$ cat src/rtl/elastic_pipe_pkg.sv
// Shared constants and helpers for the elastic register pipeline.
package elastic_pipe_pkg;

  // Wide default that callers truncate to their data width.
  localparam logic [63:0] DEF_RESET_VAL = 64'h0;

  function automatic int cnt_w(input int depth);
    return $clog2(depth + 1);
  endfunction

endpackage

$ cat src/rtl/elastic_pipe_stage.sv
// One valid+data register of the elastic pipe with its link in the ready chain.
module elastic_pipe_stage #(
  parameter int               WIDTH     = 8,
  parameter logic [WIDTH-1:0] RESET_VAL = '0
) (
  input  logic             clk,
  input  logic             rst,
  input  logic             flush,
  input  logic             valid_in,
  input  logic [WIDTH-1:0] data_in,
  input  logic             ready_next,
  output logic             ready,
  output logic             valid,
  output logic [WIDTH-1:0] data
);

  // An empty stage always accepts, which is what collapses bubbles.
  assign ready = !valid || ready_next;

  always_ff @(posedge clk) begin
    if (!rst || flush) begin
      valid <= 1'b0;
      data  <= RESET_VAL;
    end else if (ready) begin
      valid <= valid_in;
      if (valid_in) data <= data_in;
    end
  end

endmodule

$ cat src/rtl/elastic_pipe_reg.sv
// DEPTH-stage valid/ready register pipeline with flush and occupancy count.
module elastic_pipe_reg
  import elastic_pipe_pkg::*;
#(
  parameter int               WIDTH     = 8,
  parameter int               DEPTH     = 4,
  parameter logic [WIDTH-1:0] RESET_VAL = WIDTH'(DEF_RESET_VAL)
) (
  input  logic                      clk,
  input  logic                      rst,
  input  logic                      in_valid,
  output logic                      in_ready,
  input  logic [WIDTH-1:0]          in_data,
  output logic                      out_valid,
  input  logic                      out_ready,
  output logic [WIDTH-1:0]          out_data,
  input  logic                      flush,
  output logic [cnt_w(DEPTH)-1:0]   count
);

  localparam int CW = cnt_w(DEPTH);

  logic [DEPTH:0]                  rdy;
  logic [DEPTH-1:0]                vld, vin;
  logic [DEPTH-1:0][WIDTH-1:0]     dat, din;
  logic                            in_xfer, out_xfer;

  assign rdy[DEPTH] = out_ready;

  for (genvar i = 0; i < DEPTH; i++) begin : g_stage
    if (i == 0) begin : g_head
      assign vin[i] = in_valid;
      assign din[i] = in_data;
    end else begin : g_body
      assign vin[i] = vld[i-1];
      assign din[i] = dat[i-1];
    end

    elastic_pipe_stage #(
      .WIDTH     (WIDTH),
      .RESET_VAL (RESET_VAL)
    ) u_stage (
      .clk        (clk),
      .rst        (rst),
      .flush      (flush),
      .valid_in   (vin[i]),
      .data_in    (din[i]),
      .ready_next (rdy[i+1]),
      .ready      (rdy[i]),
      .valid      (vld[i]),
      .data       (dat[i])
    );
  end

  assign in_ready  = rdy[0];
  assign out_valid = vld[DEPTH-1];
  assign out_data  = dat[DEPTH-1];
  assign in_xfer   = in_valid && in_ready;
  assign out_xfer  = out_valid && out_ready;

  // Tracked incrementally rather than popcounted; in and out cancel when both fire.
  always_ff @(posedge clk) begin
    if (!rst || flush) count <= '0;
    else               count <= count + CW'(in_xfer) - CW'(out_xfer);
  end

endmodule
$ cat config.mk
export PLATFORM = sky130hd
export DESIGN_NAME = elastic_pipe_reg
export DESIGN_NICKNAME = d
export VERILOG_FILES = /design/src/rtl/elastic_pipe_pkg.sv /design/src/rtl/elastic_pipe_stage.sv /design/src/rtl/elastic_pipe_reg.sv
export SDC_FILE = /design/constraint.sdc
export NUM_CORES = 1
export LEC_CHECK = 0
export CORE_MARGIN = 2
export CORE_UTILIZATION = 45
export CTS_BUF_LIST = sky130_fd_sc_hd__clkbuf_2
export DETAILED_ROUTE_END_ITERATION = 10
export DONT_BUFFER_PORTS = 1
export PLACE_DENSITY = 0.7
export SYNTH_ARGS = -nofsm -noshare
export SYNTH_HDL_FRONTEND = slang
export SYNTH_SLANG_ARGS = --single-unit
$ cat constraint.sdc
create_clock -name clk -period 2.6 [get_ports clk]
set_input_delay 0.52 -clock clk [delete_from_list [all_inputs] [get_ports clk]]
set_output_delay 0.52 -clock clk [all_outputs]
set_load 0.01 [all_outputs]
==> Word-level counts from Yosys, hierarchy flattened <==
Cells that the tools add are included.
{ "totals": {"reg_bits": 39, "in_bits": 13, "out_inout_bits": 13, "elab_cells": 27} }
{ "op_classes": {"add_sub_neg": 2, "reduce_logical": 16} }
{ "ops": {"columns": ["op", "count"], "rows": [
  ["2-bit AND reduction", 4],
  ["1-bit logical NOT", 5],
  ["1-bit logical OR", 5],
  ["3-bit by 1-bit adder with 3-bit output", 1],
  ["3-bit by 1-bit subtractor with 3-bit output", 1],
  ["1-bit logical AND", 2]
]} }

==> Longest topological paths before layout <==
Gate-level depths: netlist of the first run.
{ "depth": {"word_depth": 8, "mapped_depth": 12, "depth_no_buf": 10} }

==> Cells and area by module <==
Synthesis of the first run repeated with hierarchy kept, for this count alone.
{ "unflattened": {"cells_unflattened": 176, "area_unflattened_um2": 1752.9} }
{ "by_module_without_submodules": {"columns": ["module", "n_inst", "cells_per_inst", "area_per_inst_um2", "seq_area_each_um2"], "rows": [
  ["elastic_pipe_stage", 4, 40, 396.6, 180.2],
  ["elastic_pipe_reg", 1, 16, 166.4, 60.1]
]} }

==> Worst setup path after synthesis of the first run <==
No wires, ideal clock.
{ "synth_timing": {"kind": "in2reg", "startpoint": "in out_ready", "endpoint": "reg count[2]", "setup_time_ns": 0.117, "t_arrival_ns": 2.236, "t_required_ns": 2.483, "setup_slack_ns": 0.247, "stages": 12, "path_buffers": 2, "path_cell_list": "and4b_1 > buf_6 > buf_6 > nand2_2 > nand2_1 > ha_1 > inv_1 > ha_1 > inv_1 > fa_1 > xnor2_1 > nor2_1"} }
{ "synth_between": {"elab_chain_cells": 7, "word_cells_on_any_way": 8, "classes_between": "add/sub: 2; reduce/logical: 6"} }
{ "synth_lines": {"columns": ["item", "line_no", "rtl"], "rows": [
  ["from (decl)", "elastic_pipe_reg.sv:15", "input logic out_ready,"],
  ["1-bit logical OR (4 in a row)", "elastic_pipe_stage.sv:18", "assign ready = !valid || ready_next;"],
  ["via in_ready", "elastic_pipe_reg.sv:12", "output logic in_ready,"],
  ["1-bit logical AND", "elastic_pipe_reg.sv:58", "assign in_xfer = in_valid && in_ready;"],
  ["3-bit by 1-bit adder with 3-bit output", "elastic_pipe_reg.sv:64", "else count <= count + CW'(in_xfer) - CW'(out_xfer);"],
  ["3-bit by 1-bit subtractor with 3-bit output", "elastic_pipe_reg.sv:64", null],
  ["to (signal assigned)", "elastic_pipe_reg.sv:64", null],
  ["to (decl)", "elastic_pipe_reg.sv:18", "output logic [cnt_w(DEPTH)-1:0] count"]
]} }
The timed path passes the listed nets, and every way through them passes these cells.
A chain may end at the register's enable or synchronous reset.

==> Worst setup path after layout of the first run <==
{ "layout_timing": {"startpoint": "reg g_stage[3].u_stage.valid", "endpoint": "reg count[2]"} }
{ "layout_between": {"elab_chain_cells": 8, "word_cells_on_any_way": 9, "classes_between": "add/sub: 2; reduce/logical: 7"} }
{ "layout_lines": {"columns": ["item", "line_no", "rtl"], "rows": [
  ["from (decl)", "elastic_pipe_stage.sv:13", "output logic valid,"],
  ["from (signal assigned)", "elastic_pipe_stage.sv:25", "valid <= valid_in;"],
  ["1-bit logical NOT", "elastic_pipe_stage.sv:18", null],
  ["1-bit logical OR (4 in a row)", "elastic_pipe_stage.sv:18", null],
  ["1-bit logical AND", "elastic_pipe_reg.sv:58", null],
  ["3-bit by 1-bit adder with 3-bit output", "elastic_pipe_reg.sv:64", null],
  ["3-bit by 1-bit subtractor with 3-bit output (*)", "elastic_pipe_reg.sv:64", null]
]} }
Every way passes the cells marked *; elsewhere a longest branch is shown, timed or not.

==> results.py, run 1 <==
metrics = {
    "run_status": {
        "status": "complete, no violations",
    },
    "synth": {
        "synth.avg_cell_area_um2": 9.50,
        "ys_warn_count": 0,
        "yosys.area.top_type": "dfxtp_1",
        "synth_common_cells": "dfxtp_1, nand2_1, mux2i_1, nand3_1, a21oi_1",
        "yosys.area_share.adder_pct": 2.46,
        "synthMuxAreaShare_pct": 8.74,
        "synth_top_family_by_area": "simple AND/OR/NAND/NOR gates",
        "synth_most_common_cell": "dfxtp_1",
        "yosysTopAreaCellShare_pct": 42.6,
        "synth-seq-cells": 39,
        "syn_area_um2": 1830,
        "synth_xor_area_share_pct": 0.956,
        "synth-simple-area-share_pct": 22.4,
        "synth_compound_area_share_pct": 13.6,
        "seq_area_frac_synth_pct": 42.6,
        "synth_enable_flop_cells": 0,
        "synthesis.nets": 209,
        "synthArstFlopShare_pct": 0,
        "ys_types": 30,
        "postSynthCellCount": 193,
        "synth.area.top_cells": "dfxtp_1, mux2i_1, nand2_1",
        "synth_flop_cell": "dfxtp_1",
    },
    "critical_path": {
        "critPathKind": "reg -> reg",
        "path_cells": "and4b_1 > nand2_2 > nand2_1 > ha_1 > inv_1 > ha_1 > inv_1 > fa_1 > xnor2_1 > nor2_1",
        "path_delay_family": "adder cells",
        "cp-end-kind": "register",
        "critPathBufInv": 2,
        "start_kind": "register",
        "worstPathArrival_ns": 2.30,
        "slowest_stage": "dfxtp_1",
        "max_stage_delay_ns": 0.47,
        "cp_max_fo": 5,
        "required_ns": 2.88,
    },
    "global_route": {
        "first_global_vias": 1174,
        "grt_pass1_wl_mm": 5.60,
        "grt_usage_pct": 16.2,
        "grt_antenna_before_repair": 0,
        "grt_max_degree": 50,
        "grt-ovfl-total": 0,
    },
    "detailed_routing": {
        "drtIter0Drc": 45,
        "m1WireLength_mm": 1.59,
        "drc": 0,
        "detail-route-antenna-nets": 0,
        "wl_met2_mm": 1.33,
        "route.top_layer_used": "met4",
        "via_count": 1280,
        "avgRoutedWirePerCell_um": 13.6,
        "wirelength_mm": 3.19,
        "first_pass_iters": 4,
        "via_per_inst": 5.47,
        "wl_met3_um": 217,
    },
    "floorplanning": {
        "start_util_pct": 46.2,
        "coreArea_um2": 3970,
        "num_rows": 23,
        "dieWidth_um": 67.8,
        "dieArea_um2": 4600,
        "die_y_um": 67.8,
        "num_io_pins": 26,
    },
    "cells_and_area": {
        "antennaDiodeCount": 0,
        "fillers": 392,
        "area_delta_synth_final_pct": -1.37,
        "drive_above_1_share_pct": 12.5,
        "nNetsFinal": 199,
    },
    "power_and_ir_drop": {
        "p_leak_nw": 0.628,
        "clkPwrFrac_pct": 27.1,
        "swShare_pct": 24.1,
        "power.density_nw_per_um2": 507,
        "power_mw": 0.916,
        "peakVddDrop_mv": 0.207,
        "power.internal_mw": 0.695,
        "power_frac_seq_pct": 67.4,
        "pwr-share-comb_pct": 5.5,
        "p_switching_mw": 0.221,
    },
    "timing": {
        "final_hold_viol_count": 0,
        "final_max_slew_viol_count": 0,
        "clock_skew_ns": 0.00519,
        "post-route-min-period_ns": 2.02,
        "rsz0062_at_grt": "no",
        "tns_ns": 0,
        "final.period_utilization_pct": 77.8,
        "worst_pin_slew_ns": 0.535,
        "finalSetupViolCount": 0,
        "max_freq_mhz": 494,
        "timing.slew.headroom_pct": 64.3,
    },
    "clock_tree": {
        "htreeDepth": 2,
        "clk_pin_slew_worst_paths_ns": 0.18,
        "clock_path_buffers": 2,
        "cts_root_buf": "clkbuf_2",
        "cts_tree": "done",
        "cts_sinks": 39,
        "clk_latency_ns": 0.38,
        "cts_made_buffers": 5,
        "cts-resized-gates": 0,
        "cts_hold_buf": 0,
        "cts_setup_buffers": 0,
    },
    "placement": {
        "gp_congestion": 0.685,
        "io_buffers": 0,
        "hpwl_mm": 2.09,
    },
    "worst_hold_path": {
        "hp-class": "in -> reg",
    },
    "run": {
        "max_cap_violations": 0,
    },
}
-- flip-flops by register name, indices dropped and copies added, names as in the netlist --
register / cells
g_stage.u_stage.data: 32
g_stage.u_stage.valid: 4
count: 3
-- logic make-up after synthesis --
| kind of cell | after synthesis |
|---|---|
| XOR/XNOR | 2 |
| AND/OR/NAND/NOR | 72 |
| AO/OA/AOI/OAI | 36 |
| flip-flops | 39 |
| buffers and inverters | 25 |
| adder cells (fa/ha/maj) | 3 |
| multiplexers | 16 |
-- worst paths after layout --
kind,startpoint,end,slack [ns],cells after the start
setup / recovery,g_stage[3].u_stage.valid$_SDFFE_PP0P_,count[2]$_SDFF_PP0_,0.58,10
hold / removal,in_valid,g_stage[0].u_stage.valid$_SDFFE_PP0N_,0.25,2
setup reg to reg,g_stage[3].u_stage.valid$_SDFFE_PP0P_,count[2]$_SDFF_PP0_,0.58,10
hold reg to reg,g_stage[2].u_stage.data[4]$_SDFFE_PP0P_,g_stage[2].u_stage.data[4]$_SDFFE_PP0P_,0.48,2
-- worst register-to-register path: stages (launching register included) --
cell and delay (ns):
dfxtp_1 0.47, and4b_1 0.28, nand2_2 0.08, nand2_1 0.07, ha_1 0.22, inv_1 0.05, ha_1 0.13, inv_1 0.05
fa_1 0.38, xnor2_1 0.16, nor2_1 0.05
-- power by group through the flow --
| stage | clock [mW] | combinational (mW) | sequential (mW) |
|---|---|---|---|
| after floorplan | 0 | 0.0530 | 0.627 |
| after global placement | 0 | 0.0505 | 0.629 |
| after detailed placement | 0 | 0.0504 | 0.630 |
| after CTS | 0.262 | 0.0507 | 0.618 |
| after global routing | 0.292 | 0.0565 | 0.620 |
| final | 0.249 | 0.0502 | 0.618 |
-- layout make-up --
type                    instances  area, um2  share of cell area, %
clock buffers                   6       30.0                   1.66
inverters                       4       15.0                  0.830
flip-flops and latches         39        781                   43.2
clock inverters                 2       7.51                  0.415
well taps                      50       62.6                   3.46
repair buffers                  4       30.0                   1.66
multi-input cells             129        882                   48.8
-- placed cells by master, fill, tap and decap left out, types with 7 or more instances in the layout --
cell type / count
a21oi_1: 11
o21ai_0: 8
mux2i_1: 16
nand2_1: 25
nand4_1: 8
o211ai_1: 8
nand3_1: 16
dfxtp_1: 39
a41oi_1: 7
-- metrics by stage --
step	hold WS (ns)	setup WS, ns	utilization, %	cell area [um2]	std cells
2_1_floorplan	0.438	0.247	-	1830	193
3_3_place_gp	0.448	0.535	44.6	1770	226
3_5_place_dp	0.454	0.487	44.6	1770	226
4_1_cts	0.229	0.566	45.5	1810	234
5_1_grt	0.239	0.433	45.5	1810	234
6_report	0.255	0.577	45.5	1810	234
-- routing by layer --
metal	track usage (%)	up-vias
met5	0	-
met4	8.25	0
met3	6.09	5
met2	21.2	33
met1	22.7	563
li1	-	679
Note: power is estimated with default switching activity, not from simulation.
==> run 2: changes to the inputs <==
Clock period 2.6 ns to 2 ns, I/O delays scaled along.
==> run 2 against run 1 <==
Largest power group unchanged. Critical path type unchanged. Sequential power is 30% higher. Via count is 3.2% higher. Clock power is 83% higher. Combinational power is 32% higher.
==> results.py, run 2 (synthesized netlist as in run 1, its figures left out) <==
metrics = {
    "run_status": {
        "status": "complete, no violations",
    },
    "worst_hold_path": {
        "hp-class": "in -> reg",
        "hold_path.startpoint": "in_valid",
        "hold_depth": 2,
        "whs_endpoint": "g_stage[0].u_stage.valid$_SDFFE_PP0N_",
    },
    "detailed_routing": {
        "via_per_inst": 5.62,
        "drc": 0,
        "detail-route-antenna-nets": 0,
        "via_count": 1321,
        "avgRoutedWirePerCell_um": 14.0,
        "drtIter0Drc": 43,
        "wirelength_mm": 3.29,
        "first_pass_iters": 4,
    },
    "floorplanning": {
        "dieArea_um2": 4600,
        "num_io_pins": 26,
        "dieWidth_um": 67.8,
        "die_y_um": 67.8,
        "num_rows": 23,
        "start_util_pct": 46.2,
        "coreArea_um2": 3970,
    },
    "placement": {
        "hpwl_mm": 2.11,
        "io_buffers": 0,
        "gp_congestion": 0.665,
        "dp_cells": 227,
    },
    "timing": {
        "max_freq_mhz": 532,
        "final_hold_viol_count": 0,
        "worst_pin_slew_ns": 0.588,
        "final_max_slew_viol_count": 0,
        "rsz0062_at_grt": "no",
        "final.period_utilization_pct": 94.0,
        "post-route-min-period_ns": 1.88,
        "finalSetupViolCount": 0,
        "clock_skew_ns": 0.0115,
        "timing.slew.headroom_pct": 60.8,
    },
    "power_and_ir_drop": {
        "power_frac_seq_pct": 60.6,
        "peakVddDrop_mv": 0.253,
        "clkPwrFrac_pct": 34.4,
        "power.density_nw_per_um2": 715,
        "swShare_pct": 22.5,
        "pwr-share-comb_pct": 5.0,
        "power.internal_mw": 1.03,
        "p_leak_nw": 0.659,
        "power_mw": 1.32,
        "p_switching_mw": 0.298,
    },
    "critical_path": {
        "path_delay_family": "adder cells",
        "max_stage_delay_ns": 0.51,
        "r2r_end": "count[1]$_SDFF_PP0_",
        "worstPathArrival_ns": 2.15,
        "cp-end-kind": "register",
        "path_cells": "and4b_2 > nand2_4 > nand2_1 > ha_1 > inv_1 > ha_1 > inv_1 > fa_2 > nor2_1",
        "critPathBufInv": 2,
        "cp_max_fo": 3,
        "start_kind": "register",
        "reg2reg_from": "g_stage[1].u_stage.valid$_SDFFE_PP0P_",
        "rrSetupSlack_ns": 0.12,
        "r2r_cells": 9,
        "slowest_stage": "fa_2",
        "critPathKind": "reg -> reg",
        "required_ns": 2.27,
    },
    "cells_and_area": {
        "instances_no_fill": 235,
        "nNetsFinal": 200,
        "antennaDiodeCount": 0,
        "regArea_um2": 782,
        "drive_above_1_share_pct": 15.1,
        "largest_reg_flops": 32,
        "largest_registers": "g_stage.u_stage.data x32, g_stage.u_stage.valid x4, count x3",
        "layout_commonest_cell": "dfxtp_1",
        "layout.cells.most_common_list": "dfxtp_1, nand2_1, nand3_1, mux2i_1, a21oi_1",
        "fillers": 402,
        "fin_util_pct": 46.6,
        "multi_input_area_um2": 891,
        "regMostFlops": "g_stage.u_stage.data",
        "area_delta_synth_final_pct": 1.02,
    },
    "clock_tree": {
        "clk_latency_ns": 0.38,
        "cts_root_buf": "clkbuf_2",
        "cts_made_buffers": 5,
        "cts_sinks": 39,
        "htreeDepth": 2,
        "clock_path_buffers": 2,
        "cts_setup_buffers": 0,
        "cts_tree": "done",
        "clk_pin_slew_worst_paths_ns": 0.18,
    },
    "global_route": {
        "grt_max_degree": 50,
        "grt_pass1_wl_mm": 5.61,
        "first_global_vias": 1221,
        "grt_antenna_before_repair": 0,
        "grt-ovfl-total": 0,
        "grt_usage_pct": 16.1,
    },
    "run": {
        "max_cap_violations": 0,
    },
}
==> run 2: worst max-delay path by stage <==
stage | slack [ns] | depth (start not counted) | startpoint | endpoint
2_1_floorplan | -0.18 | 11 | out_ready | count[1]$_SDFF_PP0_
3_3_place_gp | 0.07 | 9 | out_ready | count[1]$_SDFF_PP0_
3_5_place_dp | 0.05 | 9 | out_ready | count[1]$_SDFF_PP0_
4_1_cts | 0.07 | 9 | g_stage[1].u_stage.valid$_SDFFE_PP0P_ | count[1]$_SDFF_PP0_
5_1_grt | 0.03 | 9 | g_stage[1].u_stage.valid$_SDFFE_PP0P_ | count[1]$_SDFF_PP0_
6_report | 0.12 | 9 | g_stage[1].u_stage.valid$_SDFFE_PP0P_ | count[1]$_SDFF_PP0_
==> run 2: area by class of cell <==
class	instances	area share (%)
Sequential cell	39	42.2
Timing Repair Buffer	5	2.03
Clock buffer	5	1.35
Clock inverter	3	2.09
Inverter	4	0.811
Tap cell	50	3.38
Multi-Input combinational cell	129	48.1
==> run 2: per-layer routing <==
layer / routed length, um / share of wire (%) / global-route usage [%]
met5: 0 / 0 / 0
met4: 47 / 1.4 / 6.00
met3: 229 / 7.0 / 6.25
met2: 1250 / 38 / 23.3
met1: 1760 / 54 / 21.7
==> run 2: through the flow <==
step / TNS [ns] / setup WS [ns] / hold WS, ns / instance area [um2]
final: 0 / 0.119 / 0.133 / 1850
after global routing: 0 / 0.0297 / 0.110 / 1850
after CTS: 0 / 0.0735 / 0.106 / 1850
after detailed placement: 0 / 0.0468 / 0.453 / 1790
after global placement: 0 / 0.0701 / 0.447 / 1790
after floorplan: -0.311 / -0.177 / 0.438 / 1840
==> run 2: repair_timing <==
item                                   in CTS  in global routing
setup endpoints to repair                   0                  2
resized for setup                           0                  1
endpoints found under the hold margin       0                  0
hold buffers                                0                  0
==> run 2: power by group through the flow <==
stage,clock (mW),sequential [mW],combinational [mW]
2_1_floorplan,0,0.816,0.0694
3_3_place_gp,0,0.818,0.0659
3_5_place_dp,0,0.818,0.0668
4_1_cts,0.473,0.803,0.0669
5_1_grt,0.510,0.806,0.0737
6_report,0.455,0.803,0.0663
==> run 3: changes to the inputs <==
Settings changed: CTS_CLUSTER_SIZE from default to 40.
==> results of run 3 <==
Same layout as run 2: the final DEF is identical, and so are final timing and power.
